**src/rtl/hc595_scan_driver.sv**
```systemverilog
// hc595_scan_driver
//   Multiplexed 7-segment scan driver for a chain of 74HC595 shift registers.
//   Each digit is sent as one word {dot, G..A, sel[N_DIG-1:0]}, MSB first, then
//   latched with rck. Display data is double buffered: upd loads a staging copy,
//   and that copy goes live only when digit 0 is loaded, so a frame never mixes
//   old and new data.
// Ports
//   clk, rst_n  system clock, asynchronous active-low reset
//   dat         4-bit hex code per digit, digit i = dat[4*i+3:4*i]
//   dat_en      digit i displayed when bit i = 1
//   dot_en      decimal point of digit i lit when bit i = 1
//   upd         1-clk pulse capturing dat/dat_en/dot_en into the staging regs
//   frame_done  1-clk pulse after the last digit of a frame is latched
//   sck/rck/din 74HC595 shift clock, storage clock and serial data
module hc595_scan_driver #(
  parameter int N_DIG       = 8,
  parameter int TICK_DIV    = 150,
  parameter bit SEG_ACT_LOW = 1'b0,
  parameter bit DIG_ACT_LOW = 1'b1
) (
  input  logic               clk,
  input  logic               rst_n,
  input  logic [4*N_DIG-1:0] dat,
  input  logic [N_DIG-1:0]   dat_en,
  input  logic [N_DIG-1:0]   dot_en,
  input  logic               upd,
  output logic               frame_done,
  output logic               sck,
  output logic               rck,
  output logic               din
);

  localparam int W  = 8 + N_DIG;
  localparam int CW = (TICK_DIV > 1) ? $clog2(TICK_DIV) : 1;
  localparam int DW = (N_DIG > 1) ? $clog2(N_DIG) : 1;
  localparam int BW = $clog2(W);

  localparam logic [CW-1:0] CNT_MAX  = CW'(TICK_DIV - 1);
  localparam logic [CW-1:0] CNT_ZERO = {CW{1'b0}};
  localparam logic [DW-1:0] DIG_MAX  = DW'(N_DIG - 1);
  localparam logic [DW-1:0] DIG_ZERO = {DW{1'b0}};
  localparam logic [BW-1:0] BIT_MAX  = BW'(W - 1);
  localparam logic [BW-1:0] BIT_ZERO = {BW{1'b0}};

  typedef enum logic [2:0] {
    IDLE    = 3'd0,
    LOAD    = 3'd1,
    SHIFT_L = 3'd2,
    SHIFT_H = 3'd3,
    LATCH_H = 3'd4,
    LATCH_L = 3'd5
  } state_t;

  state_t               state_r, state_nxt_s;
  logic [CW-1:0]        cnt_r;
  logic                 tick_s;
  logic [DW-1:0]        digit_r;
  logic [BW-1:0]        bit_r;
  logic [W-1:0]         word_r, word_s;
  logic [4*N_DIG-1:0]   live_dat_r, stg_dat_r, src_dat_s;
  logic [N_DIG-1:0]     live_en_r, stg_en_r, src_en_s;
  logic [N_DIG-1:0]     live_dot_r, stg_dot_r, src_dot_s;
  logic                 pending_r;
  logic                 load0_s;
  logic [3:0]           nib_s;
  logic [7:0]           seg_s;
  logic [N_DIG-1:0]     sel_s;
  logic                 sck_r, rck_r, din_r, fd_r;
  logic                 sck_nxt_s, rck_nxt_s, din_nxt_s, fd_nxt_s;

  // Hex code to GFEDCBA segment pattern, active high.
  function automatic logic [6:0] seg_font(input logic [3:0] code);
    case (code)
      4'h0:    seg_font = 7'h3F;
      4'h1:    seg_font = 7'h06;
      4'h2:    seg_font = 7'h5B;
      4'h3:    seg_font = 7'h4F;
      4'h4:    seg_font = 7'h66;
      4'h5:    seg_font = 7'h6D;
      4'h6:    seg_font = 7'h7D;
      4'h7:    seg_font = 7'h07;
      4'h8:    seg_font = 7'h7F;
      4'h9:    seg_font = 7'h6F;
      4'hA:    seg_font = 7'h77;
      4'hB:    seg_font = 7'h7C;
      4'hC:    seg_font = 7'h39;
      4'hD:    seg_font = 7'h5E;
      4'hE:    seg_font = 7'h79;
      4'hF:    seg_font = 7'h71;
      default: seg_font = 7'h00;
    endcase
  endfunction

  assign tick_s  = (cnt_r == CNT_MAX);
  assign load0_s = tick_s && (state_r == LOAD) && (digit_r == DIG_ZERO);

  // Scan tick prescaler.
  always_ff @(posedge clk or negedge rst_n) begin
    if (!rst_n) begin
      cnt_r <= CNT_ZERO;
    end else if (tick_s) begin
      cnt_r <= CNT_ZERO;
    end else begin
      cnt_r <= cnt_r + 1'b1;
    end
  end

  // Data source for the word being built: at digit 0 a same-clock upd or a
  // pending staging copy takes precedence over the live copy.
  always_comb begin
    if ((digit_r == DIG_ZERO) && upd) begin
      src_dat_s = dat;
      src_en_s  = dat_en;
      src_dot_s = dot_en;
    end else if ((digit_r == DIG_ZERO) && pending_r) begin
      src_dat_s = stg_dat_r;
      src_en_s  = stg_en_r;
      src_dot_s = stg_dot_r;
    end else begin
      src_dat_s = live_dat_r;
      src_en_s  = live_en_r;
      src_dot_s = live_dot_r;
    end
  end

  // Shift word for the current digit, polarity applied last.
  always_comb begin
    nib_s = src_dat_s[{digit_r, 2'b00} +: 4];
    seg_s = 8'h00;
    sel_s = {N_DIG{1'b0}};
    if (src_en_s[digit_r]) begin
      seg_s          = {src_dot_s[digit_r], seg_font(nib_s)};
      sel_s[digit_r] = 1'b1;
    end else begin
      seg_s = 8'h00;
      sel_s = {N_DIG{1'b0}};
    end
    word_s = {seg_s ^ {8{SEG_ACT_LOW}}, sel_s ^ {N_DIG{DIG_ACT_LOW}}};
  end

  // Staging and live display registers.
  always_ff @(posedge clk or negedge rst_n) begin
    if (!rst_n) begin
      stg_dat_r  <= {(4*N_DIG){1'b0}};
      stg_en_r   <= {N_DIG{1'b0}};
      stg_dot_r  <= {N_DIG{1'b0}};
      live_dat_r <= {(4*N_DIG){1'b0}};
      live_en_r  <= {N_DIG{1'b0}};
      live_dot_r <= {N_DIG{1'b0}};
      pending_r  <= 1'b0;
    end else begin
      if (upd) begin
        stg_dat_r <= dat;
        stg_en_r  <= dat_en;
        stg_dot_r <= dot_en;
      end
      // src_* already folds in a same-clock upd, so the staging copy is consumed.
      if (load0_s) begin
        live_dat_r <= src_dat_s;
        live_en_r  <= src_en_s;
        live_dot_r <= src_dot_s;
        pending_r  <= 1'b0;
      end else if (upd) begin
        pending_r  <= 1'b1;
      end
    end
  end

  // FSM state register.
  always_ff @(posedge clk or negedge rst_n) begin
    if (!rst_n) begin
      state_r <= IDLE;
    end else begin
      state_r <= state_nxt_s;
    end
  end

  // FSM next state, one transition per tick.
  always_comb begin
    state_nxt_s = state_r;
    if (tick_s) begin
      case (state_r)
        IDLE:    state_nxt_s = LOAD;
        LOAD:    state_nxt_s = SHIFT_L;
        SHIFT_L: state_nxt_s = SHIFT_H;
        SHIFT_H: state_nxt_s = (bit_r == BIT_ZERO) ? LATCH_H : SHIFT_L;
        LATCH_H: state_nxt_s = LATCH_L;
        LATCH_L: state_nxt_s = LOAD;
        default: state_nxt_s = IDLE;
      endcase
    end else begin
      state_nxt_s = state_r;
    end
  end

  // Next output values; pins change only on a tick.
  always_comb begin
    sck_nxt_s = sck_r;
    rck_nxt_s = rck_r;
    din_nxt_s = din_r;
    fd_nxt_s  = 1'b0;
    if (tick_s) begin
      sck_nxt_s = (state_nxt_s == SHIFT_H);
      rck_nxt_s = (state_nxt_s == LATCH_H);
      case (state_r)
        LOAD:    din_nxt_s = word_s[BIT_MAX];
        SHIFT_H: din_nxt_s = (bit_r == BIT_ZERO) ? din_r : word_r[bit_r - 1'b1];
        LATCH_L: fd_nxt_s  = (digit_r == DIG_MAX);
        default: din_nxt_s = din_r;
      endcase
    end else begin
      sck_nxt_s = sck_r;
      rck_nxt_s = rck_r;
      din_nxt_s = din_r;
      fd_nxt_s  = 1'b0;
    end
  end

  // Registered output pins.
  always_ff @(posedge clk or negedge rst_n) begin
    if (!rst_n) begin
      sck_r <= 1'b0;
      rck_r <= 1'b0;
      din_r <= 1'b0;
      fd_r  <= 1'b0;
    end else begin
      sck_r <= sck_nxt_s;
      rck_r <= rck_nxt_s;
      din_r <= din_nxt_s;
      fd_r  <= fd_nxt_s;
    end
  end

  // Word, bit counter and digit index.
  always_ff @(posedge clk or negedge rst_n) begin
    if (!rst_n) begin
      word_r  <= {W{1'b0}};
      bit_r   <= BIT_ZERO;
      digit_r <= DIG_ZERO;
    end else if (tick_s) begin
      case (state_r)
        LOAD: begin
          word_r <= word_s;
          bit_r  <= BIT_MAX;
        end
        SHIFT_H: begin
          if (bit_r != BIT_ZERO) begin
            bit_r <= bit_r - 1'b1;
          end
        end
        LATCH_L: digit_r <= (digit_r == DIG_MAX) ? DIG_ZERO : digit_r + 1'b1;
        default: ;
      endcase
    end
  end

  assign sck        = sck_r;
  assign rck        = rck_r;
  assign din        = din_r;
  assign frame_done = fd_r;

endmodule

```
**config.mk**
```make
export PLATFORM = sky130hd
export DESIGN_NAME = hc595_scan_driver
export DESIGN_NICKNAME = d
export VERILOG_FILES = /design/src/rtl/hc595_scan_driver.sv
export SDC_FILE = /design/constraint.sdc
export NUM_CORES = 1
export LEC_CHECK = 0
export ABC_AREA = 1
export CORE_MARGIN = 5
export CORE_UTILIZATION = 30
export DETAILED_ROUTE_END_ITERATION = 10
export HOLD_SLACK_MARGIN = 0.03
export MAX_ROUTING_LAYER = met4
export PLACE_DENSITY_LB_ADDON = 0.08
export SYNTH_ARGS = -nofsm -noshare
export SYNTH_HDL_FRONTEND = slang
export SYNTH_SLANG_ARGS = --single-unit
```
**constraint.sdc**
```tcl
create_clock -name clk -period 3.4 [get_ports clk]
set_input_delay 0.68 -clock clk [delete_from_list [all_inputs] [get_ports clk]]
set_output_delay 0.68 -clock clk [all_outputs]
set_load 0.01 [all_outputs]
```
**Word-level counts from Yosys, hierarchy flattened**

Memories as Yosys holds them, arrays and structs flattened.
Index checks and enable logic that the tools add are counted.

- Bits in registers: 135
- ROM bits: 112
- Input bits: 51
- Memories: 1

Memory list:

| memory | depth | width | rd ports | clocked after memory_dff | write ports | RTL line | text |
|---|---|---|---|---|---|---|---|
| (name not given) | 16 | 7 | 1 | 0 | 0 | 73 | `case (code)` |

- Add/sub/neg operators: 3
- Order comparisons: 3
- Equality and inequality tests: 11
- Shifts and indexed selects: 1
- Mux-type cells: 29
- Bitwise gates (word level): 1
- Reductions and logical operators: 16

Operator list:

| kind | count |
|---|---|
| two-way mux 32 bit | 2 |
| two-way mux 8 bit | 7 |
| variable part select 32 x 6 -> 4 bit | 1 |
| one-hot mux 3 bit (5 select lines) | 1 |
| equality test 3 bit, second input constant | 4 |
| equality test 3 x 2 -> 1 bit, second input constant | 3 |
| two-way mux 1 bit | 9 |
| two-way mux 3 bit | 3 |
| adder 8 x 1 -> 8 bit, second input constant | 1 |
| equality test 8 bit, second input constant | 1 |
| inverter 8 bit | 1 |
| one-hot mux 4 bit (2 select lines) | 1 |
| binary-select mux 1 bit (select 3 bit) | 2 |
| zero test 3 bit | 2 |
| AND reduction 3 bit | 2 |
| logical AND 1 bit | 5 |
| < comparator 4 x 5 -> 1 bit, second input constant | 1 |
| binary-select mux 1 bit (select 4 bit) | 1 |
| zero test 4 bit | 1 |
| < comparator 3 x 4 -> 1 bit, second input constant | 1 |
| two-way mux 4 bit | 1 |
| != test 2 bit, second input constant | 2 |
| AND reduction 2 bit | 2 |
| nonzero test 2 bit | 2 |
| other kinds (8) | 8 |

**Logic depth before layout (Yosys ltp)**

Gate-level depths: netlist (run 1).

- Word-level depth: 8
- Gate-level depth with buffers: 20
- Gate-level depth less buffers: 19

**Worst setup path before layout (run 1)**

No wires, ideal clock.

- Kind: register to register
- Start: register digit_r[1]
- End: register word_r[11]
- Setup time: 0.117 ns
- Arrival: 2.628 ns
- Data required time: 3.283 ns
- Setup slack: 0.655 ns
- Stages on the path, launching flop included: 20
- Buffers on the path: 2
- Period minus slack after synthesis: 2.745 ns
- Cells stage by stage: dfrtp_1 -> inv_1 -> ha_1 -> inv_2 -> nor2_4 -> nand2_4 -> buf_6 -> buf_6 -> or2_1 -> nand3_1 -> nand2_1 -> nor2_1 -> nand2_1 -> inv_1 -> ha_1 -> inv_1 -> nand3_1 -> nand3_1 -> nand3_1 -> nand2_1

- Cells in the longest elaborated chain, start to end: 7

Ends and longest elaborated chain:

| what | RTL line | text |
|---|---|---|
| from (decl) | 57 | `logic [DW-1:0] digit_r;` |
| from (signal assigned) | 251 | `LATCH_L: digit_r <= (digit_r == DIG_MAX) ? DIG_ZERO : digit_r + 1'b1;` |
| zero test 3 bit | 111, 115 |  |
| logical AND 1 bit | 115 | `end else if ((digit_r == DIG_ZERO) && pending_r) begin` |
| two-way mux 32 bit / two-way mux 8 bit (equally long branches) | 115 |  |
| two-way mux 32 bit / two-way mux 8 bit (equally long branches) | 111 | `if ((digit_r == DIG_ZERO) && upd) begin` |
| variable part select 32 x 6 -> 4 bit / binary-select mux 1 bit (select 3 bit) (equally long branches) | 128, 131 |  |
| memory (16 x 7 bit) / two-way mux 1 bit (equally long branches) | - |  |
| two-way mux 8 bit (*) | 131 | `if (src_en_s[digit_r]) begin` |
| to (signal assigned) | 237 | `word_r <= {W{1'b0}};` |
| to (signal assigned) | 243 | `word_r <= word_s;` |
| to (decl) | 59 | `logic [W-1:0] word_r, word_s;` |

Every way passes the cells marked *; elsewhere a longest branch is shown, timed or not. The select of a mux whose other input is x is not followed.
A chain may end at the register's enable or synchronous reset.

**Final worst setup path (run 1)**

- Start: register digit_r[1]
- End: register word_r[8]

The elaborated chain is that of the path after synthesis.

==> results.md, run 1 <==
Worst setup path:
- The critical path class is reg2reg.
- The number of buffers and inverters on the critical path is 3.
- The depth of the critical timing path with buffers and inverters included is 17.
- The critical path data arrival time is 3.39 ns.
- STA classifies the critical path endpoint as a flip-flop.
- STA classifies the critical path startpoint as a flip-flop.
- The standard cell with the maximum stage delay on the critical path is sky130_fd_sc_hd__dfrtp_1.
- The critical path goes through inv_1 > ha_1 > inv_2 > nor2_4 > nand2_8 > or2_2 > nand3_1 > nand2_1 > nor2_1 > nand2_2 > inv_1 > ha_1 > nand3_1 > nand3_1 > nand2_1 > nand2_1 > nand2_1.
- The register-to-register path setup slack is 0.32 ns.
- The largest single stage delay on the critical path is 0.44 ns.
- The most numerous cell type found on the critical path is sky130_fd_sc_hd__nand2_1.
- In this design, the largest share of critical-path delay is due to simple AND/OR/NAND/NOR gates.
- In this run the worst path has a maximum fanout of 31.
- The number of cells on the worst reg-to-reg path is 17.
- Data on the critical path is required at its endpoint by 3.71 ns.

Yosys:
- For this run, the number of Yosys warnings is 0.
- After synthesis, the largest family of logic cells by area is simple AND/OR/NAND/NOR gates.
- The post-synth net total is 1044.
- The share of Yosys cell area claimed by the top area cell type is 0.464.
- In this run the cell area of the synthesized design comes to 7280 sq um.
- The synthesized area per cell is 7.42 sq um.
- Of the total synthesized cell area, the portion taken by full adders, half adders and majority gates is 0.0206.
- The simple-gate portion of the synthesized area is 0.342.
- The share of the synthesized area in compound gates (AO/OA/AOI/OAI) is 0.0971.
- The synthesized design spends more area on one cell type than any other, namely sky130_fd_sc_hd__dfrtp_1.
- Counting distinct cell types in the post-synthesis netlist gives 37.
- Counting flops with an async set or reset pin after synthesis yields a share of 1.00.
- Among all flip-flop cells after synthesis, the most frequent one is sky130_fd_sc_hd__dfrtp_1.
- Synthesis handed over a netlist of 981 instances.
- Of the total synthesized cell area, the portion taken by XOR and XNOR cells is 0.00361.
- Yosys mapped a number of flops with a built-in enable equal to 0.
- The sequential area share after synthesis is 0.464.
- Among all cell types in the netlist, the one instantiated most often is sky130_fd_sc_hd__nand2_1.
- In the synthesized netlist, the cells that appear most often are 365 x sky130_fd_sc_hd__nand2_1, 135 x sky130_fd_sc_hd__dfrtp_1, 104 x sky130_fd_sc_hd__nand3_1, 100 x sky130_fd_sc_hd__o21ai_0, 67 x sky130_fd_sc_hd__inv_1.
- The number of synthesized register bits is 135.
- The multiplexer area fraction after synthesis is 0.00155.
- Ranked by total cell area, the synthesized netlist is headed by sky130_fd_sc_hd__dfrtp_1 46%, sky130_fd_sc_hd__nand2_1 19%, sky130_fd_sc_hd__nand3_1 7.2%.

Floorplan:
- In this run the horizontal extent of the chip is 166 um.
- The die boundary height is 166 um.
- The top-level I/O count is 55.
- The number of cell rows is 57.
- The die covers 27500 sq um.
- The initial utilization of the core area, before any placement, comes to 0.302.
- The floorplan step defined a core boundary enclosing 24100 sq um.

Clock tree:
- The clock latency on the worst-skew pair is 0.42 ns.
- CTS placed an instance of sky130_fd_sc_hd__clkbuf_16 at the clock tree root.
- TritonCTS built the clock tree.
- The H-tree was split into 4 levels.
- For this design, the CTS-stage hold fixing added 0 buffers.
- The clock transition at the registers of the reported paths is 0.06 ns.
- The tree built by TritonCTS fans out to 135 sinks.
- The maximum clock insertion buffer count is 2.
- Buffers inserted during clock tree synthesis total 17.

Timing:
- The time the worst path needs with I/O delays and setup is 3.08 ns.
- The setup skew after layout is 0.0123 ns.
- The transition time of the tightest slew-check pin is 0.733 ns.
- The post-route clock period utilization is 0.907.
- Setup violations remaining at the end of the flow were counted as 0.
- The number of hold-slack violations in the final timing report is 0.
- The count of final max-slew check failures is 0.
- Static timing analysis puts the maximum clock frequency at 0.324 GHz.
- In the final timing run, aggregate negative setup slack is 0 ns.
- Measured against its own limit, the worst slew margin works out to 0.507.
- Setup repair after global routing left no endpoint under its margin.

Route:
- The count of nets left with antenna violations once routing finished came out at 0.
- The length of the first detailed-routing pass in iterations is 6.
- The violation count after the first detailed-route iteration is 340.
- For this run, design rule violations remaining after detail routing come to 0.
- The total number of vias is 6441.
- After detailed routing, the number of vias per cell comes to 4.69.
- After detailed routing, the average wire length per cell comes to 15.6 um.
- The sum of routed wire length over all layers is 21.5 mm.

GRT:
- The global-route wire length before repair is 35.5 mm.
- The aggregate global-route resource usage is 0.165.
- The global route total overflow is 0.
- The initial antenna violation count is 0.
- Entering global routing, the biggest net connects 71 pins.
- The via count of the first global-routing pass is 6442.

Finish:
- In the final layout, the share of cells above drive strength 1 is 0.0962.
- The finished layout cell area is 8790 sq um.
- The antenna diode count is 0.
- The non-filler instance count after layout is 1374.
- Once layout is complete, the utilization of the core stands at 0.365.
- The area growth from synthesis to layout is 20.9%.
- The number of nets in the layout is 1100.

Pwr:
- In this run the static leakage power is 0.00431 uW.
- For this design the ratio of total power to cell area is 439 nW/um^2.
- The peak supply drop is 0.000226 V.

Placed design:
- The instance area after placement is 8220 sq um.
- Including well taps, the total number of placed cells is 1342.
- Input and output buffers added on the ports amount to 54.
- The congestion estimate from routability-driven global placement came to 0.824.
- The placed wire-length estimate after detailed placement is 14.9 mm.

Min path:
- The worst hold path belongs to the class in2async.

Job:
- Across the run, the number of max-cap violations was 0.

Run status:
- The run finished with clean final reports.
==> cells in the final DEF, fill, tap and decap left out, drive strengths merged, types with 2 or more instances in the layout <==
master / count
nand4: 23
clkdlybuf4s50: 52
buf: 31
nor2: 40
or2: 24
clkinvlp: 4
o21ai: 102
a22oi: 3
xor2: 2
o21a: 2
o22ai: 2
inv: 78
clkbuf: 18
nand2: 367
ha: 12
nand3: 105
o211ai: 10
nor3: 12
a21oi: 13
clkinv: 8
dfrtp: 135
==> cell type report <==
type	instances	area (sq um)
fill	2608	15300
multi-input combinational	723	3400
sequential	135	3380
timing repair buffer	83	754
clock buffer	18	439
tap	324	405
inverter	77	292
clock inverter	14	124
==> routing by layer <==
layer,routed length (um),share of wire,GRT usage
met4,431,0.020,0.0491
met2,10300,0.48,0.268
met3,706,0.033,0.0290
met1,10000,0.47,0.211
met5,0,0,-
==> cells by family (layout without fill, tap and decap cells) <==
logic type,after synthesis,count (layout)
multiplexers,1,1
XOR/XNOR,3,3
buffers and inverters,123,192
flip-flops,135,135
AO/OA/AOI/OAI,133,133
adder cells (fa/ha/maj),12,12
AND/OR/NAND/NOR,574,574
==> metrics by stage <==
stage / worst slack, ns / hold slack (ns) / total power, uW
after floorplan: 0.655 / 0.384 / 1920
after global placement: 0.313 / 0.459 / 2100
after detailed placement: 0.236 / 0.463 / 2100
after CTS: 0.216 / 0.313 / 3910
after global routing: 0.00596 / 0.340 / 4030
final: 0.317 / 0.274 / 3860
==> state kept, by name, indices dropped and copies added (netlist names), 8 cells and up <==
| signal | cells |
|---|---|
| cnt_r | 8 |
| live_en_r | 8 |
| live_dat_r | 32 |
| stg_dat_r | 32 |
| word_r | 16 |
| live_dot_r | 8 |
| stg_dot_r | 8 |
| stg_en_r | 8 |
==> repair_timing <==
| item | 4_1_cts | 5_1_grt |
|---|---|---|
| buffers inserted | 0 | 0 |
| gates resized for setup | 0 | 5 |
| setup endpoints to repair | 0 | 4 |
==> power by group <==
| group | internal (uW) | switching (uW) | total, uW | leakage (uW) |
|---|---|---|---|---|
| Clock | 1030 | 769 | 1800 | 0.000269 |
| Combinational | 151 | 225 | 376 | 0.00260 |
| Sequential | 1660 | 27.9 | 1690 | 0.00145 |
| Total | 2840 | 1020 | 3860 | 0.00431 |
==> final timing paths <==
path	startpoint	end
worst max register to register	digit_r[1]	word_r[8]
worst max-delay path	digit_r[1]	word_r[8]
worst min-delay path	rst_n	stg_dot_r[2]
min in group clk	stg_en_r[5]	stg_en_r[5]
worst min register to register	stg_en_r[5]	stg_en_r[5]
max in group asynchronous	rst_n	frame_done
==> worst reg2reg max path: stages, from the launching register on <==
cell                      delay [ns]
sky130_fd_sc_hd__dfrtp_1        0.44
sky130_fd_sc_hd__inv_1          0.22
sky130_fd_sc_hd__ha_1           0.26
sky130_fd_sc_hd__inv_2          0.06
sky130_fd_sc_hd__nor2_4         0.23
sky130_fd_sc_hd__nand2_8        0.20
sky130_fd_sc_hd__or2_2          0.34
sky130_fd_sc_hd__nand3_1        0.08
sky130_fd_sc_hd__nand2_1        0.08
sky130_fd_sc_hd__nor2_1         0.18
sky130_fd_sc_hd__nand2_2        0.15
sky130_fd_sc_hd__inv_1          0.12
sky130_fd_sc_hd__ha_1           0.25
sky130_fd_sc_hd__nand3_1        0.11
sky130_fd_sc_hd__nand3_1        0.10
sky130_fd_sc_hd__nand2_1        0.06
sky130_fd_sc_hd__nand2_1        0.05
sky130_fd_sc_hd__nand2_1        0.04
No activity file was read; power rests on OpenSTA's default activity.
==> inputs of run 2 (changes only) <==
Settings changed: CAP_MARGIN from default to 10.
==> results of run 2 <==
Same layout as run 1: the final DEF is identical, and so are final timing and power.
==> inputs of run 3 (changes only) <==
Settings changed: RECOVER_POWER from default to 100.
==> run 3 against run 2 <==
The flow now finishes with violations (capacitance limit, slew limit). Register-to-register slack worse by 0.03 ns. Sequential power about the same. Critical path depth stayed put.
==> results.md, run 3 (synthesis results as in run 1) <==
Timing:
- The worst setup margin is 0.287 ns (was 0.317 ns).
- The transition time of the tightest slew-check pin was 1.92 ns (was 0.733 ns).
- The time the worst path needs with I/O delays and setup is 3.11 ns (was 3.08 ns).
- The final-layout setup total negative slack is 0 ns (unchanged).
- The peak clock frequency supported by timing came to 0.321 GHz (was 0.324 GHz).
- The number of failing setup endpoints in the final timing report is 0 (unchanged).
- The post-route clock period utilization was 0.916 (was 0.907).
- Unrepaired setup endpoints after global routing: false (unchanged).
- The setup skew after layout was 0.0127 ns (was 0.0123 ns).
- The final worst hold slack is 0.474 ns (was 0.274 ns).
- The normalized max-slew margin came to -0.280 (was 0.507).
- The number of hold-slack violations in the final timing report came to 0 (unchanged).
- The count of final max-slew check failures is 112 (was 0).

Finish:
- Largest registers: live_dat_r (32), stg_dat_r (32), word_r (16) (unchanged).
- The non-filler instance count after layout came to 1374 (unchanged).
- The area growth from synthesis to layout is 20.5% (was 20.9%).
- The number of fill cells is 2611 (was 2608).
- The number of nets in the layout was 1100 (unchanged).
- The most frequent standard cell in the layout excluding fill and tap cells is sky130_fd_sc_hd__nand2_1 (unchanged).
- The fraction of final layout cells with drive strength greater than 1 is 0.0876 (was 0.0962).
- Top library cells by usage in the layout, fill and taps aside: 365 x sky130_fd_sc_hd__nand2_1, 135 x sky130_fd_sc_hd__dfrtp_1, 104 x sky130_fd_sc_hd__nand3_1 (was 363 x sky130_fd_sc_hd__nand2_1, 135 x sky130_fd_sc_hd__dfrtp_1, 104 x sky130_fd_sc_hd__nand3_1).
- The antenna diode count came to 0 (unchanged).

Floorplan:
- The area enclosed by the die boundary is 27500 sq um (unchanged).
- The number of cell rows was 57 (unchanged).
- The floorplan core area was 24100 sq um (unchanged).
- The x dimension of the die was 166 um (unchanged).
- The die boundary height is 166 um (unchanged).
- The top-level I/O count was 55 (unchanged).
- The starting density of the core is 0.302 (unchanged).

Route:
- The post-route antenna net violation count is 0 (unchanged).
- The total number of vias is 6449 (was 6441).
- The violation count after the first detailed-route iteration was 339 (was 340).
- The routed wire length per instance is 15.6 um (about the same).
- The via-per-instance ratio came to 4.69 (about the same).
- The residual DRC count is 0 (unchanged).
- The sum of routed wire length over all layers is 21.5 mm (about the same).
- The length of the first detailed-routing pass in iterations is 7 (was 6).

Placed design:
- The placed wire-length estimate after detailed placement is 14.9 mm (unchanged).
- The routability congestion estimate from global placement was 0.824 (unchanged).
- The count of input and output buffers was 54 (unchanged).
- The number of placed instances, taps included came to 1342 (unchanged).
- The pre-CTS worst setup slack is 0.236 ns (unchanged).

Clock tree:
- The count of clock tree sinks is 135 (unchanged).
- The number of buffers created by CTS was 17 (unchanged).
- The TritonCTS clock tree was yes (unchanged).
- The maximum clock insertion buffer count was 2 (unchanged).
- The CTS H-tree depth came to 4 (unchanged).
- The clock transition at the registers of the reported paths is 0.06 ns (about the same).
- The clock latency on the worst-skew pair is 0.42 ns (about the same).
- The clock root buffer master is sky130_fd_sc_hd__clkbuf_16 (unchanged).

Pwr:
- The total power is 3860 uW (about the same).
- The peak supply drop is 0.000226 V (about the same).
- The static leakage power is 0.00431 uW (about the same).
- The cell area power density is 440 nW/um^2 (was 439 nW/um^2).

Min path:
- The path category of the worst min-delay check is reg2reg (was in2async).
- The worst hold path begins at stg_en_r[5].
- The worst hold path terminates at stg_en_r[5].
- The worst hold path cell count is 2.

Run status:
- The final reports fail on capacitance limit, slew limit.
- Status: finished, violations left (was complete, no violations).

Worst setup path:
- The required time of the critical path is 3.71 ns (about the same).
- The source of the worst register-to-register timing path is digit_r[1] (unchanged).
- The element type at the critical path end is a flip-flop (unchanged).
- The start point of the critical path was digit_r[1] (unchanged).
- The number of cells on the worst reg-to-reg path is 17 (unchanged).
- The worst reg2reg path endpoint is word_r[11] (was word_r[8]).
- The startpoint type of the worst setup path is a flip-flop (unchanged).
- The register-to-register path setup slack is 0.29 ns (was 0.32 ns).
- The critical path data arrival time is 3.42 ns (was 3.39 ns).
- The critical path class is reg2reg (unchanged).
- The maximum fanout count along the critical path is 31 (unchanged).

GRT:
- The global-route wire length before repair came to 35.5 mm (unchanged).
- The via count of the first global-routing pass is 6442 (unchanged).
- The initial antenna violation count is 0 (unchanged).
- The global route total overflow is 0 (unchanged).
- The largest net degree at the start of global routing is 71 (unchanged).
- The aggregate global-route resource usage is 0.165 (unchanged).

Job:
- The count of max-cap constraint violations is 2 (was 0).
run 3: cell types whose count changed in the layout (fill, tap and decap cells not counted), sizes merged:
cell           before  now
buf                31   22
clkdlybuf4s50      52   48
dlygate4sd3         0    4
clkbuf             18   27
run 3: power by group:
part           switching [uW]  leakage [uW]  internal [uW]
clock                     770      0.000269           1030
sequential               27.9       0.00145           1660
combinational             225       0.00260            150
total                    1020       0.00431           2840
run 3: worst max-delay path, cell delays in order, from the launching register on:
cell                      delay [ns]
sky130_fd_sc_hd__dfrtp_1        0.44
sky130_fd_sc_hd__inv_1          0.22
sky130_fd_sc_hd__ha_1           0.25
sky130_fd_sc_hd__inv_1          0.08
sky130_fd_sc_hd__nor2_4         0.23
sky130_fd_sc_hd__nand2_8        0.19
sky130_fd_sc_hd__buf_4          0.26
sky130_fd_sc_hd__or2_0          0.23
sky130_fd_sc_hd__nand3_1        0.08
sky130_fd_sc_hd__nand2_1        0.05
sky130_fd_sc_hd__nor2_1         0.09
sky130_fd_sc_hd__nand2_1        0.15
sky130_fd_sc_hd__inv_1          0.17
sky130_fd_sc_hd__ha_1           0.27
sky130_fd_sc_hd__nand2_1        0.07
sky130_fd_sc_hd__nand3_1        0.06
sky130_fd_sc_hd__nand3_1        0.09
sky130_fd_sc_hd__nand2_1        0.05
run 3: routing by layer:
| layer | track usage | vias up | wire length [um] |
|---|---|---|---|
| met5 | - | - | 0 |
| met4 | 0.0491 | 0 | 429 |
| met3 | 0.0290 | 24 | 768 |
| met2 | 0.268 | 127 | 10300 |
| met1 | 0.211 | 3000 | 9930 |
| li1 | - | 3298 | - |
run 3: what timing repair did:
item                       in CTS  in global routing
hold buffers                    0                  0
setup buffers                   0                  0
gates resized for setup         0                  5
setup endpoints to repair       0                  4
run 3: layout make-up:
cell class / instances / area [sq um] / area share
Clock inverter: 14 / 124 / 0.0141
Sequential cell: 135 / 3380 / 0.385
Multi-Input combinational cell: 723 / 3400 / 0.387
Clock buffer: 18 / 439 / 0.0501
Tap cell: 324 / 405 / 0.0462
Timing Repair Buffer: 83 / 732 / 0.0835
Inverter: 77 / 292 / 0.0333
run 3: metrics by stage:
| stage | instance area [sq um] | util |
|---|---|---|
| 3_5_place_dp | 8220 | 0.341 |
| 6_report | 8770 | 0.364 |
| 5_1_grt | 8770 | 0.364 |
| 2_1_floorplan | 7280 | - |
| 4_1_cts | 8780 | 0.364 |
| 3_3_place_gp | 8220 | 0.341 |
run 3: how the worst max path moves through the flow:
| stage | end | slack, ns | cells past startpoint |
|---|---|---|---|
| final | word_r[11] | 0.29 | 17 |
| after global routing | word_r[11] | 0.006 | 17 |
| after CTS | word_r[11] | 0.22 | 17 |
| after detailed placement | word_r[11] | 0.24 | 17 |
| after global placement | word_r[8] | 0.31 | 18 |
| after floorplan | word_r[11] | 0.65 | 19 |
